$ cat config.mk
export PLATFORM = sky130hd
export DESIGN_NAME = ysyx_23060201_wbu
export DESIGN_NICKNAME = d
export VERILOG_FILES = /design/src/rtl/ysyx_23060201_wbu.sv
export SDC_FILE = /design/constraint.sdc
export NUM_CORES = 1
export LEC_CHECK = 0
export BUFFER_PORTS_ARGS = -buffer_cell sky130_fd_sc_hd__buf_2
export CAP_MARGIN = 20
export CORE_MARGIN = 3
export CORE_UTILIZATION = 54
export DETAILED_ROUTE_END_ITERATION = 12
export GPL_ROUTABILITY_DRIVEN = 1
export PLACE_DENSITY = 0.86
export SETUP_SLACK_MARGIN = 0.3
export SYNTH_ARGS = -nofsm -noshare
export SYNTH_HDL_FRONTEND = slang
export SYNTH_SLANG_ARGS = --single-unit
$ cat constraint.sdc
create_clock -name clk -period 4.3 [get_ports clk]
set_input_delay 0.215 -clock clk [delete_from_list [all_inputs] [get_ports clk]]
set_output_delay 0.215 -clock clk [all_outputs]
set_load 0.02 [all_outputs]
$ cat src/rtl/ysyx_23060201_wbu.sv
// Writeback unit: retires one EXU instruction per handshake. Loads wait for
// the LSU response, which is then aligned and extended. Produces a
// registered one-cycle GPR write pulse and a one-cycle commit pulse.
module ysyx_23060201_wbu #(
    parameter int unsigned GPR_ADDR_WIDTH = 5,
    parameter int unsigned DATA_WIDTH     = 32
) (
    input  logic                      clk,
    input  logic                      rst,
    input  logic                      exu_valid,
    output logic                      exu_ready,
    input  logic [DATA_WIDTH-1:0]     exu_pc,
    input  logic [GPR_ADDR_WIDTH-1:0] exu_rd,
    input  logic                      exu_rd_wen,
    input  logic [DATA_WIDTH-1:0]     exu_result,
    input  logic                      exu_is_load,
    input  logic [2:0]                exu_load_funct3,
    input  logic [1:0]                exu_addr_lo,
    input  logic                      lsu_rvalid,
    input  logic [DATA_WIDTH-1:0]     lsu_rdata,
    output logic                      gpr_wen,
    output logic [GPR_ADDR_WIDTH-1:0] gpr_waddr,
    output logic [DATA_WIDTH-1:0]     gpr_wdata,
    output logic                      commit_valid,
    output logic [DATA_WIDTH-1:0]     commit_pc,
    output logic                      pend_valid,
    output logic [GPR_ADDR_WIDTH-1:0] pend_rd
);

    localparam int unsigned BYTE_W = 8;
    localparam int unsigned HALF_W = 16;

    localparam logic [2:0] F3_LB  = 3'b000;
    localparam logic [2:0] F3_LH  = 3'b001;
    localparam logic [2:0] F3_LW  = 3'b010;
    localparam logic [2:0] F3_LBU = 3'b100;
    localparam logic [2:0] F3_LHU = 3'b101;

    typedef enum logic [0:0] {
        IDLE    = 1'b0,
        WAIT_LD = 1'b1
    } state_t;

    state_t state;
    state_t state_nxt;

    logic [DATA_WIDTH-1:0]     ld_pc;
    logic [GPR_ADDR_WIDTH-1:0] ld_rd;
    logic                      ld_rd_wen;
    logic [2:0]                ld_funct3;
    logic [1:0]                ld_addr_lo;

    logic                      accept;
    logic                      alu_retire;
    logic                      load_accept;
    logic                      load_done;
    logic [DATA_WIDTH-1:0]     shifted;
    logic [DATA_WIDTH-1:0]     load_data;

    assign accept      = exu_valid & exu_ready;
    assign alu_retire  = accept & ~exu_is_load;
    assign load_accept = accept & exu_is_load;
    assign load_done   = (state == WAIT_LD) & lsu_rvalid;

    // State register
    always_ff @(posedge clk) begin
        if (rst) begin
            state <= IDLE;
        end else begin
            state <= state_nxt;
        end
    end

    // Next-state logic
    always_comb begin
        state_nxt = state;
        case (state)
            IDLE:    if (load_accept) state_nxt = WAIT_LD;
            WAIT_LD: if (lsu_rvalid)  state_nxt = IDLE;
            default: state_nxt = IDLE;
        endcase
    end

    // State-decoded handshake and hazard outputs
    always_comb begin
        exu_ready  = 1'b0;
        pend_valid = 1'b0;
        pend_rd    = '0;
        case (state)
            IDLE:    exu_ready = 1'b1;
            WAIT_LD: begin
                pend_valid = 1'b1;
                pend_rd    = ld_rd;
            end
            default: exu_ready = 1'b0;
        endcase
    end

    // Capture the load context on accept so EXU can move on
    always_ff @(posedge clk) begin
        if (rst) begin
            ld_pc      <= '0;
            ld_rd      <= '0;
            ld_rd_wen  <= 1'b0;
            ld_funct3  <= '0;
            ld_addr_lo <= '0;
        end else if (load_accept) begin
            ld_pc      <= exu_pc;
            ld_rd      <= exu_rd;
            ld_rd_wen  <= exu_rd_wen;
            ld_funct3  <= exu_load_funct3;
            ld_addr_lo <= exu_addr_lo;
        end
    end

    // Align the response word and extend per load type; misaligned halves zero-fill
    always_comb begin
        shifted   = lsu_rdata >> {ld_addr_lo, 3'b000};
        load_data = shifted;
        case (ld_funct3)
            F3_LB:   load_data = {{(DATA_WIDTH-BYTE_W){shifted[BYTE_W-1]}}, shifted[BYTE_W-1:0]};
            F3_LH:   load_data = {{(DATA_WIDTH-HALF_W){shifted[HALF_W-1]}}, shifted[HALF_W-1:0]};
            F3_LW:   load_data = shifted;
            F3_LBU:  load_data = {{(DATA_WIDTH-BYTE_W){1'b0}}, shifted[BYTE_W-1:0]};
            F3_LHU:  load_data = {{(DATA_WIDTH-HALF_W){1'b0}}, shifted[HALF_W-1:0]};
            default: load_data = shifted;
        endcase
    end

    // Registered retire: pulses clear each cycle, payload holds between pulses
    always_ff @(posedge clk) begin
        if (rst) begin
            gpr_wen      <= 1'b0;
            gpr_waddr    <= '0;
            gpr_wdata    <= '0;
            commit_valid <= 1'b0;
            commit_pc    <= '0;
        end else begin
            gpr_wen      <= 1'b0;
            commit_valid <= 1'b0;
            if (load_done) begin
                gpr_wen      <= ld_rd_wen & (ld_rd != '0);
                gpr_waddr    <= ld_rd;
                gpr_wdata    <= load_data;
                commit_valid <= 1'b1;
                commit_pc    <= ld_pc;
            end else if (alu_retire) begin
                gpr_wen      <= exu_rd_wen & (exu_rd != '0);
                gpr_waddr    <= exu_rd;
                gpr_wdata    <= exu_result;
                commit_valid <= 1'b1;
                commit_pc    <= exu_pc;
            end
        end
    end

endmodule

==> flow_summary.toml, run 1 <==
[setup_path]
worst-path-max-fanout = 56
critPathArrivalTime_ns = 2.75
startpoint_type = "register"
cp.required_ns = 4.74
r2r_cells = 5
critPathCaptureType = "register"
critPathKind = "reg2reg"

[clock_network]
cts_resized = 0
clk_pin_slew_ns = 0.06
insertion_delay_ns = 0.52
cts.sinks = 115
postCtsSetupBuffers = 0
htreeDepth = 4
cts_buffers = 17
tritoncts = "yes"
cts_root_buffer = "clkbuf_8"
cts.path.max_buffers = 2

[timing]
rsz0062_at_grt = "no"
slew-limit-headroom_pct = 32.8
final.min_clock_period_ns = 2.31
finClkSkew_ns = 0.0154
fin_hold_ws_ns = 0.00884
min_period_over_period_pct = 53.6
fin_tns_setup_ns = 0
setup_viol = 0
tightest_slew_ns = 1.01
clock.fmax_mhz = 434
slew_viol_final = 0
hold_violations = 0
setup_ws_ns = 1.99

[power]
internal-power_mw = 2.26
combPwrFrac_pct = 15.0
switching_share_pct = 26.2
power.switching_uw = 803
p_per_area_nw_per_um2 = 420
pwr-share-clk_pct = 46.6
power.total_mw = 3.07
peakVddDrop_mv = 0.269
pwr-share-seq_pct = 38.4
p_leak_nw = 3.27

[yosys]
yosys_most_used_dff = "dfxtp_1"
ys_async_sr_fraction_pct = 0
ys_warn_count = 0
synth-seq-cells = 115
ys_seq_area_share_pct = 43.5
synth_edf_count = 0
synth.distinct_cells = 40
syn-num-nets = 718
synth_area_um2 = 5290
syn_avg_cell_area_um2 = 8.73
synth_cells = 606

[global_route]
grt_pass1_wl_um = 25800
grt_start_max_net_pins = 101
antenna_found_initial = 0
grt_use_total_pct = 28.8
grt_pass1_vias = 5264
grt-ovfl-total = 0

[layout]
syn_to_final_growth_pct = 38.0
fill_cells = 613
fin_util_pct = 77.9
ff_latch_area_um2 = 2300
n_antenna_cell = 0
fin_cells = 954
nNetsFinal = 925
drive_gt1_share_pct = 30.5
final_area_um2 = 7300
multiInputGateArea_um2 = 2740

[die]
core_area_um2 = 9370
rows = 35
start_util_pct = 56.5
dieWidth_um = 105
ios = 190
die_y_um = 105
die_area_um2 = 11000

[detailed_routing]
first_pass_iters = 6
vias = 5411
avgRoutedWirePerCell_um = 16.8
drc_errors = 0
antenna_left = 0
dr.first_iter.drc_count = 495
drt_wl_total_um = 16100
vias_per_cell = 5.67

[run_status]
status = "finished, final reports clean"

[place]
port_buffers = 189
place_area_um2 = 6190
dp_hpwl_um = 10100
place.gp.congestion = 0.852
place_ws_ns = 1.77
dp_cells = 874

[hold_path]
hold_class = "in2reg"
whs_path_depth = 3

[flow_run]
max-cap-violations = 0
-- power groups by stage --
| stage | clock network [mW] | logic, mW | registers (mW) |
|---|---|---|---|
| 2_1_floorplan | 0 | 0.208 | 1.25 |
| 3_3_place_gp | 0 | 0.400 | 1.20 |
| 3_5_place_dp | 0 | 0.409 | 1.20 |
| 4_1_cts | 1.43 | 0.447 | 1.18 |
| 5_1_grt | 1.50 | 0.497 | 1.18 |
| 6_report | 1.43 | 0.459 | 1.18 |
-- kinds of logic after synthesis --
family / Yosys count / synth area share, %
AOI/OAI and AO/OA: 160 / 20.1
buffers and inverters: 56 / 5.06
DFF: 115 / 43.5
muxes: 80 / 15.5
and+or+nand+nor: 195 / 15.7
-- cell usage in the layout, fill, tap and decap left out, types with 2 or more instances in the layout --
cell type	instances
dlygate4sd3_1	48
buf_4	6
mux2i_1	72
o211ai_1	2
o21ai_2	2
a22oi_2	7
nor2b_1	2
a211oi_1	52
or4_1	2
clkinvlp_4	5
and2_1	6
nand2_1	116
clkinv_2	4
bufinv_16	4
nor2_1	47
mux2_2	7
dfxtp_1	115
o21ai_0	21
nand2b_1	3
a21oi_1	53
clkbuf_16	16
nand3b_1	9
a221oi_1	8
buf_2	188
o21ai_1	8
-- sequential cells by signal, indices dropped and copies added, names as in the netlist --
signal        count
commit_pc        32
gpr_wdata        32
ld_pc            32
gpr_waddr         5
ld_rd             5
ld_funct3         3
ld_addr_lo        2
commit_valid      1
gpr_wen           1
ld_rd_wen         1
state             1
-- cell type report --
cell class                 count  share of cell area (%)
clock buffer                  17                    5.67
inverter                       1                  0.0514
timing repair buffer         243                    20.5
clock inverter                14                    2.55
sequential                   115                    31.5
multi-input combinational    435                    37.5
tap                          129                    2.21
-- final timing paths --
| path | startpoint | to | slack (ns) |
|---|---|---|---|
| setup reg to reg | state | gpr_wdata[8] | 1.99 |
| setup / recovery | state | gpr_wdata[8] | 1.99 |
| hold reg to reg | ld_pc[31] | ld_pc[31] | 0.45 |
| hold / removal | exu_rd[0] | ld_rd[0] | 0.009 |
-- routing by layer --
layer	GRT usage, %	wire (um)
met1	35.1	6360
met2	48.2	8030
met3	7.60	1110
met4	11.9	564
met5	0	0
-- what timing repair did --
item | in CTS | in global routing
hold buffers | 47 | 1
endpoints found under the hold margin | 47 | 1
setup endpoints to repair | 0 | 0
-- critical path, cell delays in order, from the launching register on --
cell and delay [ns]:
dfxtp_1 0.57, nand2_4 0.42, buf_4 0.44, a21oi_4 0.42, o21ai_0 0.18, o21ai_0 0.18
-- Yosys cell counts (2+ instances only) --
master | number | area, um^2
mux2_2 | 7 | 78.8
dfxtp_1 | 115 | 2300
a211oi_1 | 52 | 390
a21oi_1 | 53 | 265
nor2b_1 | 2 | 12.5
nand3_1 | 2 | 10.0
o211ai_1 | 2 | 15.0
a221oi_1 | 8 | 70.1
o21ai_2 | 2 | 17.5
nor2_1 | 47 | 176
o21ai_0 | 21 | 105
clkbuf_1 | 30 | 113
buf_2 | 10 | 50.1
o21ai_1 | 8 | 40.0
a22oi_2 | 7 | 87.6
nand2_1 | 117 | 439
buf_1 | 8 | 30.0
buf_4 | 2 | 15.0
buf_6 | 5 | 56.3
and2_1 | 6 | 37.5
or4_1 | 2 | 15.0
mux2i_1 | 72 | 721
nand3b_1 | 9 | 67.6
nand2b_1 | 3 | 18.8
Note: power is estimated with default switching activity, not from simulation.
==> run 2: changes to the inputs <==
Settings changed: ABC_AREA set to 1, CORE_UTILIZATION 54 to 50, PLACE_DENSITY 0.86 to 0.81.
Clock period 4.3 ns to 2.2 ns, I/O delays scaled along.
==> flow_summary.toml, run 2 <==
[power]
power.switching_mw = 1.67
p_per_area_nw_per_um2 = 794
power.total_mw = 6.05
combPwrFrac_pct = 16.6
p_leak_nw = 3.59
pwr-share-clk_pct = 45.3
pwr-share-seq_pct = 38.1
internal-power_mw = 4.38
switching_share_pct = 27.6
peakVddDrop_mv = 0.505

[global_route]
grt-ovfl-total = 0
grt_pass1_wl_um = 27400
antenna_found_initial = 0
grt_pass1_vias = 5725
grt_use_total_pct = 29.7
grt_start_max_net_pins = 59

[detailed_routing]
dr.first_iter.drc_count = 544
antenna_left = 0
vias = 6084
vias_per_cell = 5.25
drc_errors = 0
avgRoutedWirePerCell_um = 15.3
first_pass_iters = 8
drt_wl_total_um = 17800

[yosys]
syn-num-nets = 880
syn_avg_cell_area_um2 = 6.80
yosys_most_used_dff = "dfxtp_1"
synth_area_um2 = 5220
ys_warn_count = 0
synth_area_leaders = "dfxtp_1 (44%), nand2_1 (16%), o21ai_0 (15%), a21oi_1 (5.7%), inv_1 (3.7%)"
synth_cells = 768
ys_async_sr_fraction_pct = 0
synth-seq-cells = 115
ys_seq_area_share_pct = 44.1
yosys.area.top_type_share_pct = 44.1
synth_top_cell_by_area = "dfxtp_1"
yosysMostFrequentCell = "nand2_1"
synth_top_cells_by_count = "nand2_1 (218), o21ai_0 (153), dfxtp_1 (115)"
synth_edf_count = 0
synth.distinct_cells = 22

[clock_network]
insertion_delay_ns = 0.50
tritoncts = "yes"
cts_buffers = 17
postCtsSetupBuffers = 0
clk_pin_slew_ns = 0.06
cts.sinks = 115
cts.path.max_buffers = 2
htreeDepth = 4
cts_root_buffer = "clkbuf_8"

[setup_path]
critical_path.top_delay_family = "buffers and inverters"
startpoint_type = "register"
path_buf_inv = 3
critPathKind = "reg2reg"
crit_chain = "inv_2 -> nand3_2 -> buf_6 -> a21oi_1 -> dlygate4sd3_1"
critPathCaptureType = "register"
cp-startpoint = "state"
cp.required_ns = 2.59
critPathMaxStageDelay_ns = 0.56
worstReg2RegStart = "state"
critPathArrivalTime_ns = 2.07
crit_slowest_cell = "dlygate4sd3_1"
worst-path-max-fanout = 47

[layout]
fin_cells = 1159
final_common_cell = "nand2_1"
syn_to_final_growth_pct = 45.9
nNetsFinal = 1126
n_antenna_cell = 0
drive_gt1_share_pct = 23.9
fill_cells = 735
top_regs = "commit_pc (32), gpr_wdata (32), ld_pc (32)"
layout_common_cells = "nand2_1 (217), buf_2 (189), o21ai_0 (153), dfxtp_1 (114), dlygate4sd3_1 (79)"

[hold_path]
min_from = "lsu_rdata[5]"
hold_class = "in2reg"

[timing]
slew_viol_final = 0
tightest_slew_ns = 0.629
rsz0062_at_grt = "no"
hold_violations = 0
fin_hold_ws_ns = 0.0119
min_period_over_period_pct = 76.5
clock.fmax_mhz = 594
slew-limit-headroom_pct = 57.9
setup_viol = 0
finClkSkew_ns = 0.00992
final.min_clock_period_ns = 1.68
fin_tns_setup_ns = 0

[die]
die_y_um = 108
ios = 190
core_area_um2 = 9950
die_area_um2 = 11700
rows = 36
start_util_pct = 52.4
dieWidth_um = 108

[flow_run]
max-cap-violations = 0

[place]
dp_hpwl_um = 10700
dp_cells = 1049
port_buffers = 189
place.gp.congestion = 0.904

[run_status]
status = "finished, final reports clean"
[run 2: worst paths after layout]
| kind | to | slack, ns | depth (start not counted) |
|---|---|---|---|
| worst min-delay path | gpr_wdata[5] | 0.01 | 5 |
| worst max-delay path | state | 0.52 | 5 |
| worst min register to register | ld_pc[4] | 0.44 | 2 |
| worst max register to register | state | 0.52 | 5 |
[run 2: per-layer routing]
layer | GRT usage [%] | vias up | wire (um)
met5 | 0 | - | 0
met3 | 6.81 | 59 | 1510
met1 | 34.2 | 2715 | 6970
met2 | 51.0 | 322 | 8590
li1 | - | 2988 | -
met4 | 16.0 | 0 | 694
[run 2: area by class of cell]
| class | count | area, um^2 | area share [%] |
|---|---|---|---|
| multi-input cells | 544 | 2460 | 32.2 |
| inverters | 56 | 213 | 2.79 |
| clock inverters | 13 | 159 | 2.09 |
| well taps | 133 | 166 | 2.18 |
| flip-flops and latches | 115 | 2300 | 30.2 |
| clock buffers | 18 | 428 | 5.62 |
| repair buffers | 280 | 1890 | 24.8 |
[run 2: tightest hold or removal path: stages]
cell	delay (ns)
buf_2	0.07
nand2_1	0.04
nand3_1	0.06
a21oi_1	0.08
o21ai_1	0.12
[run 2: through the flow]
stage	setup slack, ns	instance area (um^2)	util (%)
2_1_floorplan	0.656	5220	-
3_3_place_gp	0.479	6230	62.6
3_5_place_dp	0.349	6230	62.6
4_1_cts	0.310	7610	76.4
5_1_grt	0.316	7620	76.5
6_report	0.518	7620	76.5
[run 2: what timing repair did]
item / CTS / global route
hold buffers: 79 / 0
hold endpoints to repair: 111 / 0
resized for setup: 0 / 4
endpoints found under the setup margin: 0 / 62
[run 2: kinds of logic after synthesis]
| group | Yosys count | synth area share (%) |
|---|---|---|
| AOI/OAI and AO/OA | 223 | 21.8 |
| buffers and inverters | 109 | 9.08 |
| DFF | 115 | 44.1 |
| and+or+nand+nor | 321 | 25.0 |
[run 2: power by group through the flow]
stage | Combinational [mW] | Clock, mW | Sequential (mW)
floorplan | 0.431 | 0 | 2.44
global placement | 0.854 | 0 | 2.34
detailed placement | 0.863 | 0 | 2.34
CTS | 0.980 | 2.76 | 2.30
global route | 1.10 | 2.86 | 2.32
finish | 1.01 | 2.74 | 2.30
